`config.mk`:
```
export PLATFORM = sky130hd
export DESIGN_NAME = clock_set_ctrl
export DESIGN_NICKNAME = d
export VERILOG_FILES = /design/src/rtl/clock_ctrl_pkg.sv /design/src/rtl/btn_edge.sv /design/src/rtl/clock_set_ctrl.sv
export SDC_FILE = /design/constraint.sdc
export NUM_CORES = 1
export LEC_CHECK = 0
export BUFFER_PORTS_ARGS = -buffer_cell sky130_fd_sc_hd__buf_2
export CAP_MARGIN = 25
export CORE_MARGIN = 8
export CORE_UTILIZATION = 51
export CTS_CLUSTER_DIAMETER = 50
export DETAILED_ROUTE_END_ITERATION = 16
export PLACE_DENSITY = 0.86
export SLEW_MARGIN = 25
export SYNTH_ARGS = -nofsm -noshare
export SYNTH_HDL_FRONTEND = slang
export SYNTH_SLANG_ARGS = --single-unit
```
`constraint.sdc`:
```
create_clock -name clk -period 3.1 [get_ports clk]
set_clock_uncertainty 0.2 [all_clocks]
set_input_delay 0.62 -clock clk [delete_from_list [all_inputs] [get_ports clk]]
set_output_delay 0.62 -clock clk [all_outputs]
set_load 0.02 [all_outputs]
```
`src/rtl/clock_ctrl_pkg.sv`:
```
// Shared types and limits for the clock mode/set controller.
// Field widths match the HH:MM:SS counter datapath.
package clock_ctrl_pkg;

  localparam int SEC_W  = 6;
  localparam int MIN_W  = 6;
  localparam int HOUR_W = 5;

  localparam logic [SEC_W-1:0]  SEC_MAX  = 6'd59;
  localparam logic [MIN_W-1:0]  MIN_MAX  = 6'd59;
  localparam logic [HOUR_W-1:0] HOUR_MAX = 5'd23;

  typedef enum logic [1:0] {
    RUN      = 2'd0,
    SET_HOUR = 2'd1,
    SET_MIN  = 2'd2,
    SET_SEC  = 2'd3
  } state_t;

  function automatic state_t next_mode(input state_t s);
    unique case (s)
      RUN:      next_mode = SET_HOUR;
      SET_HOUR: next_mode = SET_MIN;
      SET_MIN:  next_mode = SET_SEC;
      default:  next_mode = RUN;
    endcase
  endfunction

endpackage

```
`src/rtl/btn_edge.sv`:
```
// Rising-edge detector for a synchronised button level.
// Previous sample resets high so a button held through reset is not an event.
module btn_edge (
  input  logic clk,
  input  logic rst,
  input  logic btn,
  output logic rise
);

  logic prev;

  always_ff @(posedge clk) begin
    if (!rst) prev <= 1'b1;
    else      prev <= btn;
  end

  assign rise = btn & ~prev;

endmodule

```
`src/rtl/clock_set_ctrl.sv`:
```
// Mode FSM and time-setting load generator for the HH:MM:SS datapath.
// Handles inc auto-repeat and idle timeout back to RUN.
module clock_set_ctrl
  import clock_ctrl_pkg::*;
#(
  parameter int HOLD_TICKS    = 2,
  parameter int TIMEOUT_TICKS = 10
) (
  input  logic              clk,
  input  logic              rst,
  input  logic              tick,
  input  logic              mode_btn,
  input  logic              inc_btn,
  input  logic [SEC_W-1:0]  sec_q,
  input  logic [MIN_W-1:0]  min_q,
  input  logic [HOUR_W-1:0] hour_q,
  output logic              sec_ci,
  output logic              sec_ld,
  output logic              min_ld,
  output logic              hour_ld,
  output logic [SEC_W-1:0]  sec_d,
  output logic [MIN_W-1:0]  min_d,
  output logic [HOUR_W-1:0] hour_d,
  output logic [1:0]        mode_o
);

  localparam int HW = $clog2(HOLD_TICKS + 2);
  localparam int IW = $clog2(TIMEOUT_TICKS + 2);
  localparam logic [HW-1:0] HOLD_MAX = HW'(HOLD_TICKS);
  localparam logic [HW-1:0] HOLD_PRE = HW'(HOLD_TICKS - 1);
  localparam logic [IW-1:0] IDLE_MAX = IW'(TIMEOUT_TICKS);

  state_t state, state_nxt;
  logic mode_ev, inc_ev;
  logic [HW-1:0] hold_cnt;
  logic [IW-1:0] idle_cnt;
  logic rpt, do_ld, timeout;
  logic [SEC_W-1:0]  sec_nxt;
  logic [MIN_W-1:0]  min_nxt;
  logic [HOUR_W-1:0] hour_nxt;

  btn_edge u_mode (
    .clk  (clk),
    .rst  (rst),
    .btn  (mode_btn),
    .rise (mode_ev)
  );

  btn_edge u_inc (
    .clk  (clk),
    .rst  (rst),
    .btn  (inc_btn),
    .rise (inc_ev)
  );

  assign sec_ci = rst & tick & (state == RUN);
  assign mode_o = state;

  // Repeat fires on the tick that brings hold_cnt to (or keeps it at) the limit.
  assign rpt = tick & inc_btn & ~inc_ev & (hold_cnt >= HOLD_PRE);
  assign do_ld = (inc_ev | rpt) & (state != RUN) & ~mode_ev;
  assign timeout = (state != RUN) & (idle_cnt == IDLE_MAX) & ~do_ld;

  assign hour_nxt = (hour_q >= HOUR_MAX) ? '0 : hour_q + 1'b1;
  assign min_nxt  = (min_q >= MIN_MAX) ? '0 : min_q + 1'b1;
  assign sec_nxt  = '0;

  always_comb begin
    state_nxt = state;
    unique case (1'b1)
      mode_ev: state_nxt = next_mode(state);
      timeout: state_nxt = RUN;
      default: state_nxt = state;
    endcase
  end

  always_ff @(posedge clk) begin
    if (!rst) state <= RUN;
    else      state <= state_nxt;
  end

  always_ff @(posedge clk) begin
    if (!rst) begin
      hold_cnt <= '0;
    end else if (inc_ev || !inc_btn || timeout) begin
      hold_cnt <= '0;
    end else if (tick && hold_cnt != HOLD_MAX) begin
      hold_cnt <= hold_cnt + 1'b1;
    end
  end

  always_ff @(posedge clk) begin
    if (!rst) begin
      idle_cnt <= '0;
    end else if (mode_ev || inc_ev || inc_btn || state_nxt != state) begin
      idle_cnt <= '0;
    end else if (tick && state != RUN && idle_cnt != IDLE_MAX) begin
      idle_cnt <= idle_cnt + 1'b1;
    end
  end

  always_ff @(posedge clk) begin
    if (!rst) begin
      hour_ld <= 1'b0;
      min_ld  <= 1'b0;
      sec_ld  <= 1'b0;
      hour_d  <= '0;
      min_d   <= '0;
      sec_d   <= '0;
    end else begin
      hour_ld <= 1'b0;
      min_ld  <= 1'b0;
      sec_ld  <= 1'b0;
      hour_d  <= '0;
      min_d   <= '0;
      sec_d   <= '0;
      if (do_ld) begin
        unique case (state)
          SET_HOUR: begin
            hour_ld <= 1'b1;
            hour_d  <= hour_nxt;
          end
          SET_MIN: begin
            min_ld <= 1'b1;
            min_d  <= min_nxt;
          end
          SET_SEC: begin
            sec_ld <= 1'b1;
            sec_d  <= sec_nxt;
          end
          default: ;
        endcase
      end
    end
  end

endmodule

```
==> results of run 1 <==
-- layout make-up --
class                           count  area (um2)  area share [%]
Multi-Input combinational cell     88         598            45.0
Sequential cell                    24         480            36.1
Timing Repair Buffer               32         160            12.0
Tap cell                           28        35.0            2.63
Inverter                            9        33.8            2.54
Clock buffer                        3        22.5            1.69
-- stage by stage --
stage / power, mW / utilization, % / setup WS, ps
after global routing: 0.531 / 61.3 / 743
after detailed placement: 0.385 / 60.3 / 1010
final: 0.511 / 61.3 / 831
after floorplan: 0.366 / - / 1150
after CTS: 0.515 / 61.3 / 842
after global placement: 0.381 / 60.3 / 1070
-- power groups by stage --
stage	Combinational (mW)	Clock (mW)	Sequential, mW
after floorplan	0.0436	0	0.322
after global placement	0.0602	0	0.321
after detailed placement	0.0632	0	0.321
after CTS	0.0640	0.136	0.314
after global routing	0.0718	0.144	0.315
final	0.0642	0.132	0.314
-- synthesized netlist by cell type (all sizes together) (2+ instances only) --
master	instances
xnor2	5
buf	6
ha	10
xor2	5
nor2	14
inv	9
nand2	6
dfxtp	24
and3	2
a211oi	2
o41ai	2
and2	2
o21ai	3
nor2b	2
a21oi	3
nand3	7
nor3	5
nand2b	4
o2111ai	2
-- logic make-up (layout without fill, tap and decap cells) --
logic type,count (synthesis),after routing
adders and majority gates,10,10
AOI/OAI and AO/OA,13,13
xor gates and xnor gates,10,10
other,1,6
buffers and inverters,15,44
DFF,24,24
and+or+nand+nor,49,49
-- worst register-to-register path, cell delays in order (launching register included) --
cell       delay, ps
dfxtp_1          430
inv_1            110
ha_1             280
nand2b_4         180
a2111oi_4        430
nand3_1          260
nor2_1           180
-- worst paths after layout --
path | slack [ps] | depth (start not counted) | to
hold / removal | 300 | 2 | min_d[0]
setup reg to reg | 970 | 6 | min_d[3]
hold reg to reg | 310 | 2 | idle_cnt[1]
setup / recovery | 830 | 4 | sec_ci
-- registers in the layout, summed over array words and instances (netlist names) --
register / cells
min_d: 6
hour_d: 5
idle_cnt: 4
hold_cnt: 2
mode_o: 2
hour_ld: 1
min_ld: 1
sec_ld: 1
u_inc.prev: 1
u_mode.prev: 1
-- routing by layer --
metal / GRT usage [%] / vias up / share of wire (%) / wire length, um
li1: - / 469 / - / -
met1: 10.2 / 439 / 37 / 866
met2: 24.2 / 35 / 51 / 1190
met3: 5.65 / 7 / 11 / 250
met4: 5.01 / 0 / 1.9 / 44
met5: 0 / - / 0 / 0
==> run_results.csv, run 1 <==
group,metric,value,unit
status,status,"finished, final reports clean",
layout,diodes,0,
pwr,ir_drop,295,uV
sta,finalHoldViolations,0,
route,vias_per_cell,5.16,
critical_path,reg2reg_from,"mode_o[0]",
critical_path,crit_path_end_kind,"output port",
logic_synthesis,ys.flop_type,"dfxtp_1",
place,gp_congestion,0.853,
route,routed_wl,2.35,mm
logic_synthesis,synthArstFlopShare,0,%
critical_path,cp-startpoint,"mode_o[0]",
hold_path,min_path_type,"in2reg",
grt,grt_usage,12.3,%
route,vias,950,
pwr,switching_share,25.2,%
floorplan,die_x,63.3,um
pwr,p_int,382,uW
logic_synthesis,synth_area_leader_cell,"dfxtp_1",
grt,grt_pass1_vias,1009,
place,placedCellCount,181,
logic_synthesis,synth_top_area_share,42.2,%
logic_synthesis,synth-simple-area-share,22.4,%
pwr,pwr-share-clk,25.9,%
layout,num-nets-final,190,
grt,grt_start_max_net_pins,13,
critical_path,startpoint_type,"register",
sta,setup_viol,0,
critical_path,critPathTopFamily,"flip-flops",
place,dp_hpwl,1.96,mm
grt,grt_pass1_wl,4.15,mm
floorplan,io_pins,45,
sta,rsz0062_at_grt,"no",
clock_network,cts_setup_buffers,0,
sta,whs,300,ps
pwr,pwr-share-comb,12.6,%
logic_synthesis,synth_area_leaders,"dfxtp_1 42%, ha_1 11%, nor2_1 4.6%, buf_4 4.0%, xnor2_1 3.8%",
logic_synthesis,synth-xor-area-share,7.69,%
sta,drv_slew,0,
place,postPlaceCellArea,1310,um2
layout,final_common_cell,"buf_2",
pwr,leakagePower,0.603,nW
floorplan,die-area,4000,um2
critical_path,critPathKind,"reg2out",
sta,finalCritPeriodShare,73.2,%
critical_path,crit_chain,"inv_1, ha_1, and3_1, buf_2",
layout,mostFrequentLayoutCells,"32 x buf_2, 24 x dfxtp_1, 14 x nor2_1",
logic_synthesis,synthMuxAreaShare,0,%
layout,fin_area,1330,um2
logic_synthesis,synth_compound_area_share,9.45,%
route,drc,0,
floorplan,core,2170,um2
critical_path,worstPathRequired,2280,ps
clock_network,cts_tree,"yes",
critical_path,max_stage_delay,430,ps
layout,n_fill_cell,198,
route,wl_per_cell,12.8,um
layout,area_growth_syn_to_layout,16.8,%
floorplan,start_util,52.5,%
clock_network,clk_latency,300,ps
sta,relSlewSlack,53.2,%
critical_path,slowest_stage,"dfxtp_1",
sta,max_slew.worst_pin.slew,692,ps
grt,antenna_found_initial,0,
pwr,p_per_area,384,nW/um2
clock_network,htreeDepth,1,
logic_synthesis,synthCells,122,
logic_synthesis,yosysUniqueCellTypes,29,
layout,drive_gt1_share,25.0,%
logic_synthesis,synth_area,1140,um2
floorplan,dieHeight,63.3,um
layout,final_cells,184,
clock_network,path_clk_slew,120,ps
critical_path,cp.buffers_inverters,2,
route,antenna_left,0,
floorplan,placementRows,17,
place,port_buffers,32,
clock_network,cts_buffer_depth,2,
clock_network,holdBufCountCts,0,
pwr,switchingPower,129,uW
sta,layout_min_cycle_time,2270,ps
clock_network,numCtsBuffers,3,
logic_synthesis,yosysWarnings,0,
logic_synthesis,synth.yosys.seq_area_share,42.2,%
sta,finalSetupTns,0,ps
logic_synthesis,synth_area_per_cell,9.33,um2
grt,overflow,0,
pwr,seq_power_share,61.6,%
clock_network,cts_resized,0,
route,dr.pass1.iters,4,
run,maxCapViolCount,0,
clock_network,cts_root_buf,"clkbuf_4",
clock_network,clock_sinks,24,
logic_synthesis,synth_adder_area_share,11.0,%
hold_path,holdCritStartpoint,"min_q[0]",
logic_synthesis,synth-edff-count,0,
logic_synthesis,synth_top_family_by_area,"simple AND/OR/NAND/NOR gates",
sta,max_freq,441,MHz
critical_path,cp_max_fo,6,
critical_path,crit_arrival,1450,ps
route,drtIter0Drc,39,
logic_synthesis,synth_seq_cells,24,
Power figures use the tool's default switching activity.
==> run 2: changes to the inputs <==
--- a/config.mk
+++ b/config.mk
@@ -8,10 +8,10 @@
 export BUFFER_PORTS_ARGS = -buffer_cell sky130_fd_sc_hd__buf_2
 export CAP_MARGIN = 25
 export CORE_MARGIN = 8
-export CORE_UTILIZATION = 51
+export CORE_UTILIZATION = 47
 export CTS_CLUSTER_DIAMETER = 50
 export DETAILED_ROUTE_END_ITERATION = 16
-export PLACE_DENSITY = 0.86
+export PLACE_DENSITY = 0.81
 export SLEW_MARGIN = 25
 export SYNTH_ARGS = -nofsm -noshare
 export SYNTH_HDL_FRONTEND = slang
==> constraint.sdc (replaced) <==
create_clock -name clk -period 2.3 [get_ports clk]
set_clock_uncertainty 0.2 [all_clocks]
set_input_delay 0.46 -clock clk [delete_from_list [all_inputs] [get_ports clk]]
set_output_delay 0.46 -clock clk [all_outputs]
set_load 0.02 [all_outputs]
==> run_results.csv, run 2 (synthesis results as in run 1) <==
group,metric,value,unit
layout,diodes,0,
pwr,p_total,684,uW
route,dr.pass1.iters,6,
layout,num-nets-final,190,
place,placedCellCount,183,
layout,n_fill_cell,224,
clock_network,path_clk_slew,120,ps
run,maxCapViolCount,0,
place,gp_congestion,0.781,
pwr,seq_power_share,61.9,%
critical_path,max_stage_delay,410,ps
critical_path,worstRegToRegCells,6,
grt,use_met2,20.7,%
floorplan,start_util,47.7,%
grt,grt_start_max_net_pins,13,
pwr,p_int,514,uW
hold_path,min_path_type,"in2reg",
pwr,switching_share,24.8,%
sta,max_slew.worst_pin.slew,695,ps
sta,finalHoldViolations,0,
sta,setup_viol,0,
status,status,"finished, final reports clean",
layout,drive_gt1_share,25.6,%
clock_network,clock_sinks,24,
route,routed_wl,2.36,mm
critical_path,reg2reg_from,"mode_o[0]",
sta,max_freq,482,MHz
route,drc,0,
grt,grt_usage,11.1,%
floorplan,placementRows,18,
floorplan,die-area,4250,um2
critical_path,crit_path_end_kind,"output port",
route,drtIter0Drc,52,
sta,drv_slew,0,
pwr,ir_drop,344,uV
critical_path,r2r-end,"min_d[2]",
clock_network,cts_buffer_depth,2,
critical_path,critPathTopFamily,"flip-flops",
place,port_buffers,32,
route,vias_per_cell,4.87,
floorplan,io_pins,45,
route,vias,906,
grt,grt_util_met3,3.74,%
pwr,pwr-share-comb,12.7,%
critical_path,slowest_stage,"dfxtp_1",
sta,relSlewSlack,53.1,%
hold_path,holdCritStartpoint,"min_q[0]",
grt,grt_pass1_vias,896,
grt,antenna_found_initial,0,
pwr,p_per_area,511,nW/um2
layout,area_growth_syn_to_layout,17.6,%
critical_path,cp.buffers_inverters,2,
sta,rsz0062_at_grt,"no",
place,dp_hpwl,1.88,mm
sta,finalCritPeriodShare,90.3,%
clock_network,htreeDepth,1,
hold_path,min_path_cells,2,
clock_network,numCtsBuffers,3,
layout,final_cells,186,
critical_path,critPathKind,"reg2out",
grt,busiest_layer,"met2",
clock_network,cts_root_buf,"clkbuf_4",
floorplan,die_x,65.2,um
critical_path,startpoint_type,"register",
route,antenna_left,0,
layout,regMostFlops,"min_d",
route,wl_per_cell,12.7,um
clock_network,clk_latency,300,ps
pwr,switchingPower,170,uW
grt,overflow,0,
grt,grt_pass1_wl,3.86,mm
floorplan,dieHeight,65.2,um
sta,layout_min_cycle_time,2080,ps
layout,largestRegisters,"min_d: 6 flops, hour_d: 5 flops, idle_cnt: 4 flops",
critical_path,rrSetupSlack,240,ps
floorplan,core,2390,um2
clock_network,cts_tree,"yes",
pwr,pwr-share-clk,25.4,%
critical_path,crit_chain,"inv_1, ha_1, and3_1, buf_2",
sta,finalSetupTns,0,ps
pwr,leakagePower,0.603,nW
clock_network,cts_setup_buffers,0,
critical_path,crit_arrival,1420,ps
layout,mostFrequentLayoutCells,"32 x buf_2, 24 x dfxtp_1, 14 x nor2_1",
critical_path,cp_max_fo,6,
layout,final_common_cell,"buf_2",
critical_path,worstPathRequired,1640,ps
layout,largest_reg_flops,6,
grt,use_met1,11.2,%
hold_path,min_to,"min_d[0]",
[run 2: cell count changes in the layout (fill, tap and decap cells not counted)]
cell,delta
nor4_1,-1
nor4_2,+1
[run 2: power by group through the flow]
| stage | clock network [mW] | registers (mW) | logic (mW) |
|---|---|---|---|
| 5_1_grt | 0.197 | 0.424 | 0.0955 |
| 2_1_floorplan | 0 | 0.434 | 0.0588 |
| 3_3_place_gp | 0 | 0.433 | 0.0812 |
| 6_report | 0.173 | 0.424 | 0.0871 |
| 3_5_place_dp | 0 | 0.433 | 0.0850 |
| 4_1_cts | 0.185 | 0.424 | 0.0861 |
[run 2: layout make-up]
type	instances	area, um2	area share (%)
clock buffers	3	22.5	1.68
inverters	9	33.8	2.52
multi-input cells	88	604	45.1
flip-flops and latches	24	480	35.9
well taps	30	37.5	2.80
repair buffers	32	160	12.0
[run 2: metal layers]
metal / vias to the layer above / wire length, um
met1: 411 / 940
met4: 0 / 12
met3: 2 / 192
met2: 22 / 1220
li1: 471 / -
met5: - / 0
[run 2: worst max path at each step]
stage              start         to  slack [ps]  cells after the start
5_1_grt        mode_o[0]   min_d[4]          20                      6
3_5_place_dp   mode_o[0]  mode_o[0]         250                      6
3_3_place_gp   mode_o[1]  mode_o[0]         320                      6
4_1_cts        mode_o[0]  mode_o[0]         170                      6
2_1_floorplan  mode_o[0]   min_d[2]         350                      6
6_report       mode_o[0]     sec_ci         220                      4
[run 2: stage by stage]
stage                     instance area [um2]  util, %  setup WS, ps  hold WS [ps]
after detailed placement                 1310     54.9           254           295
after CTS                                1330     55.8           170           119
after floorplan                          1160        -           348           269
after global routing                     1340     56.1          21.7           128
final                                    1340     56.1           223           140
after global placement                   1310     54.9           325           284
[run 2: repair_timing]
item / in CTS / in global routing
gates resized for setup: 0 / 1
endpoints found under the setup margin: 0 / 1
hold buffers: 0 / 0
==> run 3: changes to the inputs <==
--- a/config.mk
+++ b/config.mk
@@ -7,7 +7,6 @@
 export LEC_CHECK = 0
 export BUFFER_PORTS_ARGS = -buffer_cell sky130_fd_sc_hd__buf_2
 export CAP_MARGIN = 25
-export CORE_MARGIN = 8
 export CORE_UTILIZATION = 47
 export CTS_CLUSTER_DIAMETER = 50
 export DETAILED_ROUTE_END_ITERATION = 16
==> run_results.csv, run 3 (synthesis results as in run 1) <==
group,metric,value,unit
clock_network,cts_setup_buffers,0,
pwr,leakagePower,0.617,nW
grt,grt_start_max_net_pins,15,
critical_path,worstPathRequired,1640,ps
sta,setup_viol,0,
layout,final_common_cell,"buf_2",
clock_network,cts_root_buf,"clkbuf_4",
critical_path,max_stage_delay,430,ps
grt,antenna_found_initial,0,
clock_network,htreeDepth,1,
clock_network,clock_sinks,24,
sta,rsz0062_at_grt,"no",
critical_path,cp_max_fo,6,
grt,grt_usage,17.9,%
floorplan,dieHeight,51.2,um
grt,overflow,0,
sta,max_freq,475,MHz
layout,n_fill_cell,207,
critical_path,startpoint_type,"register",
layout,regMostFlops,"min_d",
critical_path,crit_arrival,1440,ps
sta,finalSetupTns,0,ps
route,vias_per_cell,4.95,
layout,num-nets-final,190,
pwr,ir_drop,387,uV
layout,multiInputGateArea,598,um2
place,postPlaceCellArea,1310,um2
layout,fin_area,1360,um2
floorplan,die-area,2620,um2
layout,largest_reg_flops,6,
sta,layout_min_cycle_time,2100,ps
layout,area_growth_syn_to_layout,19.5,%
sta,finalHoldViolations,0,
clock_network,numCtsBuffers,3,
layout,drive_gt1_share,25.5,%
place,port_buffers,32,
clock_network,clk_latency,300,ps
grt,grt_pass1_vias,895,
floorplan,io_pins,45,
critical_path,crit_chain,"inv_1, ha_1, and3_1, buf_2",
critical_path,slowest_stage,"dfxtp_1",
place,gp_congestion,0.738,
sta,relSlewSlack,53.3,%
route,antenna_left,0,
route,wl_per_cell,10.9,um
sta,max_slew.worst_pin.slew,692,ps
hold_path,min_path_type,"in2reg",
clock_network,path_clk_slew,130,ps
layout,largestRegisters,"min_d: 6 flops, hour_d: 5 flops, idle_cnt: 4 flops",
layout,mostFrequentLayoutCells,"32 x buf_2, 24 x dfxtp_1, 14 x nor2_1",
floorplan,core,2250,um2
grt,grt_pass1_wl,3.54,mm
critical_path,crit_path_end_kind,"output port",
clock_network,holdBufCountCts,0,
clock_network,cts_buffer_depth,2,
run,maxCapViolCount,0,
route,vias,915,
clock_network,cts_resized,0,
route,routed_wl,2.02,mm
layout,diodes,0,
pwr,p_per_area,593,nW/um2
sta,finalCritPeriodShare,91.5,%
floorplan,die_x,51.2,um
clock_network,cts_tree,"yes",
sta,drv_slew,0,
route,drtIter0Drc,14,
route,drc,0,
status,status,"finished, final reports clean",
place,dp_hpwl,1.64,mm
floorplan,placementRows,17,
critical_path,critPathKind,"reg2out",
layout,regArea,480,um2
floorplan,start_util,50.5,%
route,dr.pass1.iters,4,
[run 3: changes by cell type in the layout (fill, tap and decap cells not counted)]
cell / delta
bufinv_16: +1
nor4_2: -1
nor4_1: +1
[run 3: power breakdown]
part / internal (mW) / total [mW] / switching [mW]
sequential: 0.420 / 0.424 / 0.00380
combinational: 0.0334 / 0.0851 / 0.0516
clock: 0.176 / 0.297 / 0.121
[run 3: path summary, 6_finish.rpt]
kind | endpoint | cells past startpoint | slack (ps) | startpoint
worst max-delay path | sec_ci | 4 | 200 | mode_o[0]
worst min-delay path | hour_d[3] | 2 | 140 | hour_q[4]
worst max register to register | min_d[2] | 6 | 210 | mode_o[0]
worst min register to register | idle_cnt[1] | 2 | 310 | idle_cnt[1]
[run 3: area by class of cell]
| cell class | count | area share [%] |
|---|---|---|
| multi-input cells | 88 | 44.0 |
| flip-flops and latches | 24 | 35.3 |
| inverters | 9 | 2.48 |
| clock buffers | 3 | 1.66 |
| clock inverters | 1 | 2.21 |
| well taps | 28 | 2.58 |
| repair buffers | 32 | 11.8 |
[run 3: metrics by stage]
step,setup slack (ps),util (%),hold WS [ps],cells,power [mW]
floorplan,348,-,269,127,0.493
global placement,339,58.0,283,181,0.514
detailed placement,235,58.0,293,181,0.518
CTS,197,60.3,125,185,0.815
global route,2.93,60.3,131,185,0.838
finish,196,60.3,139,185,0.806
[run 3: critical path, delay by kind of cell (launching register included)]
kind / cells / cell delay [ps]
DFF: 1 / 430
adders and majority gates: 1 / 280
buffers and inverters: 2 / 250
and+or+nand+nor: 1 / 180
[run 3: routing by layer]
layer	global-route usage [%]	up-vias	wire, um
met5	0	-	0
met4	8.11	0	25
met3	2.68	2	106
met2	36.6	28	1060
met1	17.0	417	836
li1	-	468	-
